File: config.mk
export PLATFORM = sky130hd
export DESIGN_NAME = mm2_load_unit_flat
export DESIGN_NICKNAME = d
export VERILOG_FILES = /design/src/rtl/mm2_load_unit_if.sv /design/src/rtl/mm2_load_unit.sv /design/src/flat_wrapper.sv
export SDC_FILE = /design/constraint.sdc
export NUM_CORES = 1
export LEC_CHECK = 0
export CAP_MARGIN = 40
export CORE_MARGIN = 5
export CORE_UTILIZATION = 30
export DETAILED_ROUTE_END_ITERATION = 12
export HOLD_SLACK_MARGIN = 0.12
export PLACE_DENSITY = 0.57
export SLEW_MARGIN = 20
export SYNTH_ARGS = -nofsm -noshare
export SYNTH_HDL_FRONTEND = slang
export SYNTH_SLANG_ARGS = --single-unit
File: constraint.sdc
create_clock -name clk -period 3.3 [get_ports clk]
set_input_delay 0.66 -clock clk [delete_from_list [all_inputs] [get_ports clk]]
set_output_delay 0.66 -clock clk [all_outputs]
set_load 0.1 [all_outputs]
File: src/rtl/mm2_load_unit_if.sv
// Writeback bus from mm2 to the writeback stage: registered result slot with valid/ready.
interface mm2_load_unit_if #(
    parameter int unsigned XLEN = 32
);
    logic            wb_valid;
    logic            wb_ready;
    logic [4:0]      wb_reg_d;
    logic            wb_wen;
    logic            wb_excp;
    logic [XLEN-1:0] wb_data;

    modport master (
        output wb_valid,
        output wb_reg_d,
        output wb_wen,
        output wb_excp,
        output wb_data,
        input  wb_ready
    );

    modport slave (
        input  wb_valid,
        input  wb_reg_d,
        input  wb_wen,
        input  wb_excp,
        input  wb_data,
        output wb_ready
    );
endinterface

File: src/rtl/mm2_load_unit.sv
// Memory stage 2: collects load responses, aligns/extends them and registers the writeback result.
// Optional load-stall performance counter enabled by defining MM2_PERF_CNT_EN.
module mm2_load_unit #(
    parameter int unsigned XLEN = 32
) (
    input  logic            clk,
    input  logic            rst_n,
    input  logic            flush,
    input  logic            mm2_valid,
    input  logic            mm2_excp,
    input  logic            mm2_mm_re,
    input  logic [1:0]      mm2_mm_access_sz,
    input  logic [1:0]      mm2_mm_addr_lo,
    input  logic            mm2_load_unsigned,
    input  logic [XLEN-1:0] mm2_exe_out,
    input  logic [4:0]      mm2_reg_d,
    input  logic            mm2_reg_d_wen,
    input  logic            dm_rvalid,
    input  logic [XLEN-1:0] dm_rdata,
    output logic            stall_req,
    output logic [31:0]     perf_load_stall_cnt,
    mm2_load_unit_if.master wb
);

    typedef enum logic [1:0] {StIdle, StWait, StHold, StDrain} state_e;

    state_e          state_q, state_d;
    logic [XLEN-1:0] buf_q, buf_d;
    logic            wb_valid_q, wb_wen_q, wb_excp_q;
    logic [4:0]      wb_reg_d_q;
    logic [XLEN-1:0] wb_data_q;

    logic            out_free, is_ld, complete;
    logic [XLEN-1:0] cpl_data, ld_data;
    logic [7:0]      ld_byte;
    logic [15:0]     ld_half;

    assign out_free = !wb_valid_q || wb.wb_ready;
    assign is_ld    = mm2_valid && mm2_mm_re && !mm2_excp && !flush;

    assign ld_byte = dm_rdata[{mm2_mm_addr_lo, 3'b000} +: 8];
    assign ld_half = dm_rdata[{mm2_mm_addr_lo[1], 4'b0000} +: 16];

    always_comb begin
        ld_data = dm_rdata;
        case (mm2_mm_access_sz)
            2'b00: ld_data = mm2_load_unsigned ? {{(XLEN-8){1'b0}}, ld_byte}
                                               : {{(XLEN-8){ld_byte[7]}}, ld_byte};
            2'b01: ld_data = mm2_load_unsigned ? {{(XLEN-16){1'b0}}, ld_half}
                                               : {{(XLEN-16){ld_half[15]}}, ld_half};
            default: ld_data = dm_rdata;
        endcase
    end

    always_comb begin
        state_d   = state_q;
        buf_d     = buf_q;
        complete  = 1'b0;
        cpl_data  = mm2_exe_out;
        stall_req = 1'b0;
        case (state_q)
            StIdle: begin
                stall_req = (is_ld && !(dm_rvalid && out_free)) || (mm2_valid && !out_free);
                if (is_ld) begin
                    if (dm_rvalid && out_free) begin
                        complete = 1'b1;
                        cpl_data = ld_data;
                    end else if (dm_rvalid) begin
                        buf_d   = ld_data;
                        state_d = StHold;
                    end else begin
                        state_d = StWait;
                    end
                end else if (mm2_valid && !flush && out_free) begin
                    complete = 1'b1;
                end
            end
            StWait: begin
                stall_req = !(dm_rvalid && out_free);
                if (flush) begin
                    state_d = dm_rvalid ? StIdle : StDrain;
                end else if (dm_rvalid && out_free) begin
                    complete = 1'b1;
                    cpl_data = ld_data;
                    state_d  = StIdle;
                end else if (dm_rvalid) begin
                    buf_d   = ld_data;
                    state_d = StHold;
                end
            end
            StHold: begin
                stall_req = !out_free;
                if (flush) begin
                    state_d = StIdle;
                end else if (out_free) begin
                    complete = 1'b1;
                    cpl_data = buf_q;
                    state_d  = StIdle;
                end
            end
            StDrain: begin
                stall_req = 1'b1;
                if (dm_rvalid) state_d = StIdle;
            end
            default: state_d = StIdle;
        endcase
        // A flush releases the pipeline, but a drain must still swallow the stale response.
        if (flush && state_q != StDrain) stall_req = 1'b0;
    end

    always_ff @(posedge clk) begin
        if (!rst_n) begin
            state_q    <= StIdle;
            buf_q      <= '0;
            wb_valid_q <= 1'b0;
            wb_wen_q   <= 1'b0;
            wb_excp_q  <= 1'b0;
            wb_reg_d_q <= '0;
            wb_data_q  <= '0;
        end else begin
            state_q <= state_d;
            buf_q   <= buf_d;
            if (complete) begin
                wb_valid_q <= 1'b1;
                wb_reg_d_q <= mm2_reg_d;
                wb_excp_q  <= mm2_excp;
                wb_wen_q   <= mm2_reg_d_wen && !mm2_excp;
                wb_data_q  <= cpl_data;
            end else if (wb.wb_ready) begin
                wb_valid_q <= 1'b0;
            end
        end
    end

    assign wb.wb_valid = wb_valid_q;
    assign wb.wb_reg_d = wb_reg_d_q;
    assign wb.wb_wen   = wb_wen_q;
    assign wb.wb_excp  = wb_excp_q;
    assign wb.wb_data  = wb_data_q;

`ifdef MM2_PERF_CNT_EN
    logic [31:0] perf_q;

    always_ff @(posedge clk) begin
        if (!rst_n) begin
            perf_q <= '0;
        end else if (state_q != StIdle) begin
            perf_q <= perf_q + 32'd1;
        end
    end

    assign perf_load_stall_cnt = perf_q;
`else
    assign perf_load_stall_cnt = '0;
`endif

endmodule

File: src/flat_wrapper.sv
// flat-port wrapper written by rule: the top's interface ports become plain ports
module mm2_load_unit_flat 
#(
    parameter int unsigned XLEN = 32
)
  (clk, rst_n, flush, mm2_valid, mm2_excp, mm2_mm_re, mm2_mm_access_sz, mm2_mm_addr_lo, mm2_load_unsigned, mm2_exe_out, mm2_reg_d, mm2_reg_d_wen, dm_rvalid, dm_rdata, stall_req, perf_load_stall_cnt, wb_wb_valid, wb_wb_reg_d, wb_wb_wen, wb_wb_excp, wb_wb_data, wb_wb_ready);
  mm2_load_unit_if #(.XLEN(XLEN)) wb_i ();
  input  logic clk;
  input  logic rst_n;
  input  logic flush;
  input  logic mm2_valid;
  input  logic mm2_excp;
  input  logic mm2_mm_re;
  input  logic [1:0] mm2_mm_access_sz;
  input  logic [1:0] mm2_mm_addr_lo;
  input  logic mm2_load_unsigned;
  input  logic [XLEN-1:0] mm2_exe_out;
  input  logic [4:0] mm2_reg_d;
  input  logic mm2_reg_d_wen;
  input  logic dm_rvalid;
  input  logic [XLEN-1:0] dm_rdata;
  output logic stall_req;
  output logic [31:0] perf_load_stall_cnt;
  output wire logic [$bits(wb_i.wb_valid)-1:0] wb_wb_valid;
  output wire logic [$bits(wb_i.wb_reg_d)-1:0] wb_wb_reg_d;
  output wire logic [$bits(wb_i.wb_wen)-1:0] wb_wb_wen;
  output wire logic [$bits(wb_i.wb_excp)-1:0] wb_wb_excp;
  output wire logic [$bits(wb_i.wb_data)-1:0] wb_wb_data;
  input wire logic [$bits(wb_i.wb_ready)-1:0] wb_wb_ready;
  assign wb_wb_valid = wb_i.wb_valid;
  assign wb_wb_reg_d = wb_i.wb_reg_d;
  assign wb_wb_wen = wb_i.wb_wen;
  assign wb_wb_excp = wb_i.wb_excp;
  assign wb_wb_data = wb_i.wb_data;
  assign wb_i.wb_ready = wb_wb_ready;
  mm2_load_unit #(.XLEN(XLEN)) u_core (.clk(clk), .rst_n(rst_n), .flush(flush), .mm2_valid(mm2_valid), .mm2_excp(mm2_excp), .mm2_mm_re(mm2_mm_re), .mm2_mm_access_sz(mm2_mm_access_sz), .mm2_mm_addr_lo(mm2_mm_addr_lo), .mm2_load_unsigned(mm2_load_unsigned), .mm2_exe_out(mm2_exe_out), .mm2_reg_d(mm2_reg_d), .mm2_reg_d_wen(mm2_reg_d_wen), .dm_rvalid(dm_rvalid), .dm_rdata(dm_rdata), .stall_req(stall_req), .perf_load_stall_cnt(perf_load_stall_cnt), .wb(wb_i));
endmodule
After elaboration in Yosys (flattened, before gate mapping)
Cells that the tools add are included.
{"block": "word_totals", "regBits": 74, "input_bits": 83}
{"block": "classes", "eq_ne": 11, "shifts": 2, "n_mux": 36, "reduce_logical": 23}
{"cell": "$mux W32", "n": 11}
{"cell": "$pmux W32 S2", "n": 2}
{"cell": "$pmux W32 S3", "n": 1}
{"cell": "$shiftx A32 B6 Y16", "n": 1}
{"cell": "$shiftx A32 B6 Y8", "n": 1}
{"cell": "$mux W2", "n": 10}
{"cell": "$logic_and A1 B1 Y1", "n": 10}
{"cell": "$mux W1", "n": 9}
{"cell": "$ne A2 B2 Y1 const B", "n": 4}
{"cell": "$pmux W2 S4", "n": 1}
{"cell": "$logic_not A1 Y1", "n": 5}
{"cell": "$reduce_and A5 Y1", "n": 1}
{"cell": "$eq A2 B1 Y1 const B", "n": 2}
{"cell": "$eq A2 B2 Y1 const B", "n": 2}
{"cell": "$logic_not A2 Y1", "n": 2}
{"cell": "$ne A4 B3 Y1 const B", "n": 1}
{"cell": "$pmux W1 S4", "n": 1}
{"cell": "$reduce_bool A2 Y1", "n": 2}
{"cell": "$ne A3 B2 Y1 const B", "n": 1}
{"cell": "$pmux W1 S3", "n": 1}
{"cell": "$reduce_and A3 Y1", "n": 1}
{"cell": "$logic_or A1 B1 Y1", "n": 2}
{"cell": "$ne A2 B1 Y1 const B", "n": 1}

Longest topological paths before layout
{"block": "logic_depth", "ltp_word": 8, "mapped_depth": 8, "ltp_nobuf": 5}

Worst setup path after synthesis
OpenSTA, ideal clock, no wires.
{"block": "synth_timing", "kind": "register to output", "start": "reg u_core.wb_valid_q, in the netlist u_core.wb.wb_valid", "end": "out stall_req", "t_arrival_ns": 3.045, "slack_ns": -0.405, "stages_incl_launch_ff": 5, "cell_sequence": "dfxtp_1 -> nand2b_1 -> a21oi_1 -> o21ai_0 -> a21oi_1"}
{"block": "synth_between", "elab_chain_cells": 8, "elab_cells_between_ends": 10, "classes_between": "2 x mux; 8 x reduce/logical"}
{"element": "from (decl)", "line": "mm2_load_unit.sv:29", "text": "logic wb_valid_q, wb_wen_q, wb_excp_q;"}
{"element": "from (signal assigned)", "line": "mm2_load_unit.sv:115", "text": "wb_valid_q <= 1'b0;"}
{"element": "from (signal assigned)", "line": "mm2_load_unit.sv:124", "text": "wb_valid_q <= 1'b1;"}
{"element": "from (signal assigned)", "line": "mm2_load_unit.sv:130", "text": "wb_valid_q <= 1'b0;"}
{"element": "$logic_not A1 Y1 *", "line": "mm2_load_unit.sv:38", "text": "assign out_free = !wb_valid_q || wb.wb_ready;"}
{"element": "$logic_or A1 B1 Y1 *", "line": "mm2_load_unit.sv:38"}
{"element": "$logic_and A1 B1 Y1", "line": "mm2_load_unit.sv:63, mm2_load_unit.sv:79"}
{"element": "$logic_not A1 Y1", "line": "mm2_load_unit.sv:63, mm2_load_unit.sv:79"}
{"element": "$logic_and A1 B1 Y1", "line": "mm2_load_unit.sv:63", "text": "stall_req = (is_ld && !(dm_rvalid && out_free)) || (mm2_valid && !out_free);"}
{"element": "$logic_or A1 B1 Y1", "line": "mm2_load_unit.sv:63"}
{"element": "$pmux W1 S4 *", "line": "mm2_load_unit.sv:61", "text": "case (state_q)"}
{"element": "$mux W1 *", "line": "mm2_load_unit.sv:108", "text": "if (flush && state_q != StDrain) stall_req = 1'b0;"}
{"element": "to (decl)", "line": "flat_wrapper.sv:22", "text": "output logic stall_req;"}
Every way passes the cells marked *; elsewhere a longest branch is shown, timed or not.

Final worst setup path
{"block": "layout_timing", "start": "in wb_wb_ready", "end": "out stall_req"}
{"block": "layout_between", "elab_chain_cells": 7, "elab_cells_between_ends": 9, "classes_between": "2 x mux; 7 x reduce/logical"}
{"element": "from (decl)", "line": "flat_wrapper.sv:29", "text": "input wire logic [$bits(wb_i.wb_ready)-1:0] wb_wb_ready;"}
{"element": "$logic_or A1 B1 Y1 *", "line": "mm2_load_unit.sv:38"}
{"element": "$logic_and A1 B1 Y1", "line": "mm2_load_unit.sv:63, mm2_load_unit.sv:79"}
{"element": "$logic_not A1 Y1", "line": "mm2_load_unit.sv:63, mm2_load_unit.sv:79"}
{"element": "$logic_and A1 B1 Y1", "line": "mm2_load_unit.sv:63"}
{"element": "$logic_or A1 B1 Y1", "line": "mm2_load_unit.sv:63"}
{"element": "$pmux W1 S4 *", "line": "mm2_load_unit.sv:61"}
{"element": "$mux W1 *", "line": "mm2_load_unit.sv:108"}
Marked as above.

==> summary.md <==
| Metric | Value |
|---|---|
| Ys Warns | 0 |
| Iteration-0 DRC Markers | between 400 and 500 |
| Routed Antenna Nets | 0 |
| Gr ovfl total | 0 |
| Dpl hpwl | around 9900 µm |
| Inst Count DP | ~750 |
| WP data arrival | around 2.1 ns |
| Nets | ~670 |
| Register-to-Register Setup Slack | ~0.96 ns |
| Fill cells | around 1.3k |
| Worst-path maximum fanout | 7 |
| Initial antenna violation count | 1 |
| DRT Pass-1 Iters | 7 |
| Clock skew | approximately 0.0070 ns |
| Hold Crit Class | register to register |
| Full die area | ~16000 µm² |
| Largest area contributor in the netlist | dfxtp_1 |
| Final Critical Period | ~2.8 ns |
| Ports | between 150 and 200 |
| Start point of the worst hold path | u_core.buf_q[11] |
| Seq cells post-synth | 74 |
| Sequential-to-total area share from yosys stat | between 30% and 40% |
| Ys async rst share | 0% |
| Slew HR | 52.4% |
| Final wirelength | around 13000 µm |
| Worst Path Required | approximately 2.6 ns |
| Non-filler cells, final | roughly 760 |
| Hold Violations, Final | 0 |
| P per Cell Area | around 500 nW/µm² |
| Final Core Density | about two fifths |
| Clock sink count | 74 |
| Cell breakdown of the critical path | clkdlybuf4s50_1 > nand2b_1 > a21oi_1 > o21ai_0 > a21oi_2 > buf_12 |
| Hold Path End | u_core.buf_q[11] |
| Synth top area share | around 36% |
| Die Ht | 127 µm |
| Worst Setup Start Kind | primary input |
| Final Cycle Share | 83.8% |
| Total CTS buffers | 9 |
| Port Buf Inserts | approximately 120 |
| Final Setup Violations | 0 |
| Layout cells sized above 1 | around 14% |
| FMAX | ~0.36 GHz |
| EDFF count, synth | 0 |
| Post-CTS Hold Buffers | 0 |
| FF/Latch Area | about 1500 µm² |
| Max VDD drop | about 0.19 mV |
| RSZ-0062 raised after global routing | no |
| Hold path depth | 2 |
| First-pass GRT wire length | between 20000 and 25000 µm |
| Initial core utilization | between 30 and 40% |
| Core area | 13300 µm² |
| Setup TNS | 0 ns |
| Final Wtd Congestion | between 0.8 and 0.9 |
| Worst-Skew Late Latency | about 0.34 ns |
| CP endpoint kind | output pin |
| Area Growth Syn to Fin | 35.9% |
| Die width | 127 µm |
| Cells after synthesis | 478 |
| Synthesized area | just over 4000 µm² |
| Lkg Pwr | between 2 and 2.5 nW |
| Main synth FF type | dfxtp_1 |
| GRT Total Usage | between 15 and 20% |
| Num rows | 42 |
| Vias in the first global route | 3883 |
| CTS root buffer | clkbuf_16 |
| Max-Cap Viols | 0 |
| Run status | finished, final reports clean |
| Cell variety after synth | 47 |
| Largest stage delay on the critical path | approximately 0.42 ns |
| Routed len/inst | about 17 µm |
| Bufs on Longest Clock Path | 2 |
| Routed vias | around 4.0k |
| DRC Markers | 0 |
| R2R depth | 4 |
| Largest net degree at the start of global routing | 66 |
| Worst-margin pin slew | between 0.7 and 0.8 ns |
| Slowest cell on the critical path | clkdlybuf4s50_1 |
| Vias per cell | approximately 5.3 |
| Multi-input logic area | approximately 2300 µm² |
| Max-slew violation count | 0 |
| Syn_area_per_cell | 8.60 µm² |
| Post-CTS Repair Setup Buffers | 0 |
| Worst reg2reg endpoint | u_core.wb.wb_data[13] |
| Top cells by area, synth | dfxtp_1 36%, buf_4 6.2%, o21ai_0 5.6% |
| H-tree depth | 3 |
| CP Class | primary input to output pin |
| Post-CTS resize count | 0 |
| Worst r2r src | u_core.state_q[1] |
| Clk pin slew, worst setup/hold paths | ~0.06 ns |
| CTS tree | yes |
==> cells by family after synthesis <==
kind of cell           after synthesis  share of synthesized area [%]
other                                1                         0.0912
AOI/OAI and AO/OA                  196                           33.6
buffers and inverters               77                           11.0
muxes                               19                           4.87
and+or+nand+nor                    111                           14.4
DFF                                 74                           36.0
==> routing by layer <==
| metal | global-route usage, % | share of wire, % | up-vias |
|---|---|---|---|
| li1 | - | - | 1934 |
| met1 | 21.4 | 44 | 1896 |
| met2 | 26.3 | 47 | 159 |
| met3 | 4.17 | 6.7 | 20 |
| met4 | 6.25 | 2.2 | 0 |
| met5 | 0 | 0 | - |
==> sequential cells by signal, indices dropped and copies added (netlist names) <==
signal,flops
u_core.wb.wb_reg_d,5
u_core.buf_q,32
u_core.wb.wb_excp,1
u_core.wb.wb_data,32
u_core.state_q,2
u_core.wb.wb_wen,1
u_core.wb.wb_valid,1
==> cells in the mapped netlist (11+ instances only) <==
master and n:
mux2i_1 11, a22oi_1 19, a21oi_1 15, nand2_1 36
dfxtp_1 74, clkbuf_1 23, a22o_1 17, buf_4 34
o21ai_0 46, a31oi_1 28, a222oi_1 13, nand2b_1 23
nor2b_1 17, o211ai_1 18
==> power by group <==
group / switching, mW / internal [mW]
clock network: 0.358 / 0.615
registers: 0.0202 / 0.934
logic: 0.623 / 0.239
total: 1.00 / 1.79
==> stage by stage <==
stage	instance area [µm²]	hold WS, ns	total power, mW	worst slack, ns
floorplan	4230	0.443	1.63	0.192
CTS	5570	0.476	2.82	0.522
global route	5590	0.487	2.90	0.341
global placement	5280	0.452	1.83	0.308
detailed placement	5280	0.456	1.83	0.228
finish	5590	0.473	2.79	0.536
==> worst max-delay path, delay by kind of cell <==
kind / cells / cell delay, ns
compound gates: 3 / 0.56
buf+inv: 2 / 0.62
simple gates: 1 / 0.26
==> worst max path at each step <==
| stage | cells past startpoint | startpoint | slack (ns) | end |
|---|---|---|---|---|
| 6_report | 6 | wb_wb_ready | 0.54 | stall_req |
| 3_3_place_gp | 6 | mm2_mm_addr_lo[1] | 0.31 | u_core.buf_q[30] |
| 4_1_cts | 6 | wb_wb_ready | 0.52 | stall_req |
| 2_1_floorplan | 4 | u_core.wb.wb_valid | 0.19 | stall_req |
| 5_1_grt | 6 | mm2_mm_addr_lo[1] | 0.34 | u_core.buf_q[19] |
| 3_5_place_dp | 6 | mm2_mm_addr_lo[1] | 0.23 | u_core.wb.wb_data[27] |
==> layout make-up <==
cell class | instances | area share [%]
clock inverters | 3 | 0.717
inverters | 6 | 0.403
multi-input cells | 358 | 41.4
well taps | 176 | 3.94
clock buffers | 11 | 4.52
flip-flops and latches | 74 | 26.5
repair buffers | 133 | 22.4
diodes | 1 | 0.0448
==> cell usage in the layout, fill, tap and decap left out, types with 6 or more instances in the layout <==
| cell | instances |
|---|---|
| clkdlybuf4s50_1 | 81 |
| a22o_1 | 17 |
| a222oi_1 | 13 |
| conb_1 | 32 |
| or3_1 | 6 |
| and2_1 | 8 |
| nand2_1 | 36 |
| a21boi_0 | 8 |
| a22oi_1 | 19 |
| mux2_2 | 8 |
| nor2_1 | 9 |
| o21ai_0 | 46 |
| nand2b_1 | 23 |
| a2bb2oi_1 | 8 |
| o211a_1 | 7 |
| nor2b_1 | 17 |
| buf_4 | 46 |
| mux2i_1 | 11 |
| o211ai_1 | 18 |
| o21a_1 | 7 |
| a31oi_1 | 27 |
| a21oi_1 | 14 |
| clkbuf_16 | 9 |
| dfxtp_1 | 74 |
Note: power is estimated with default switching activity, not from simulation.
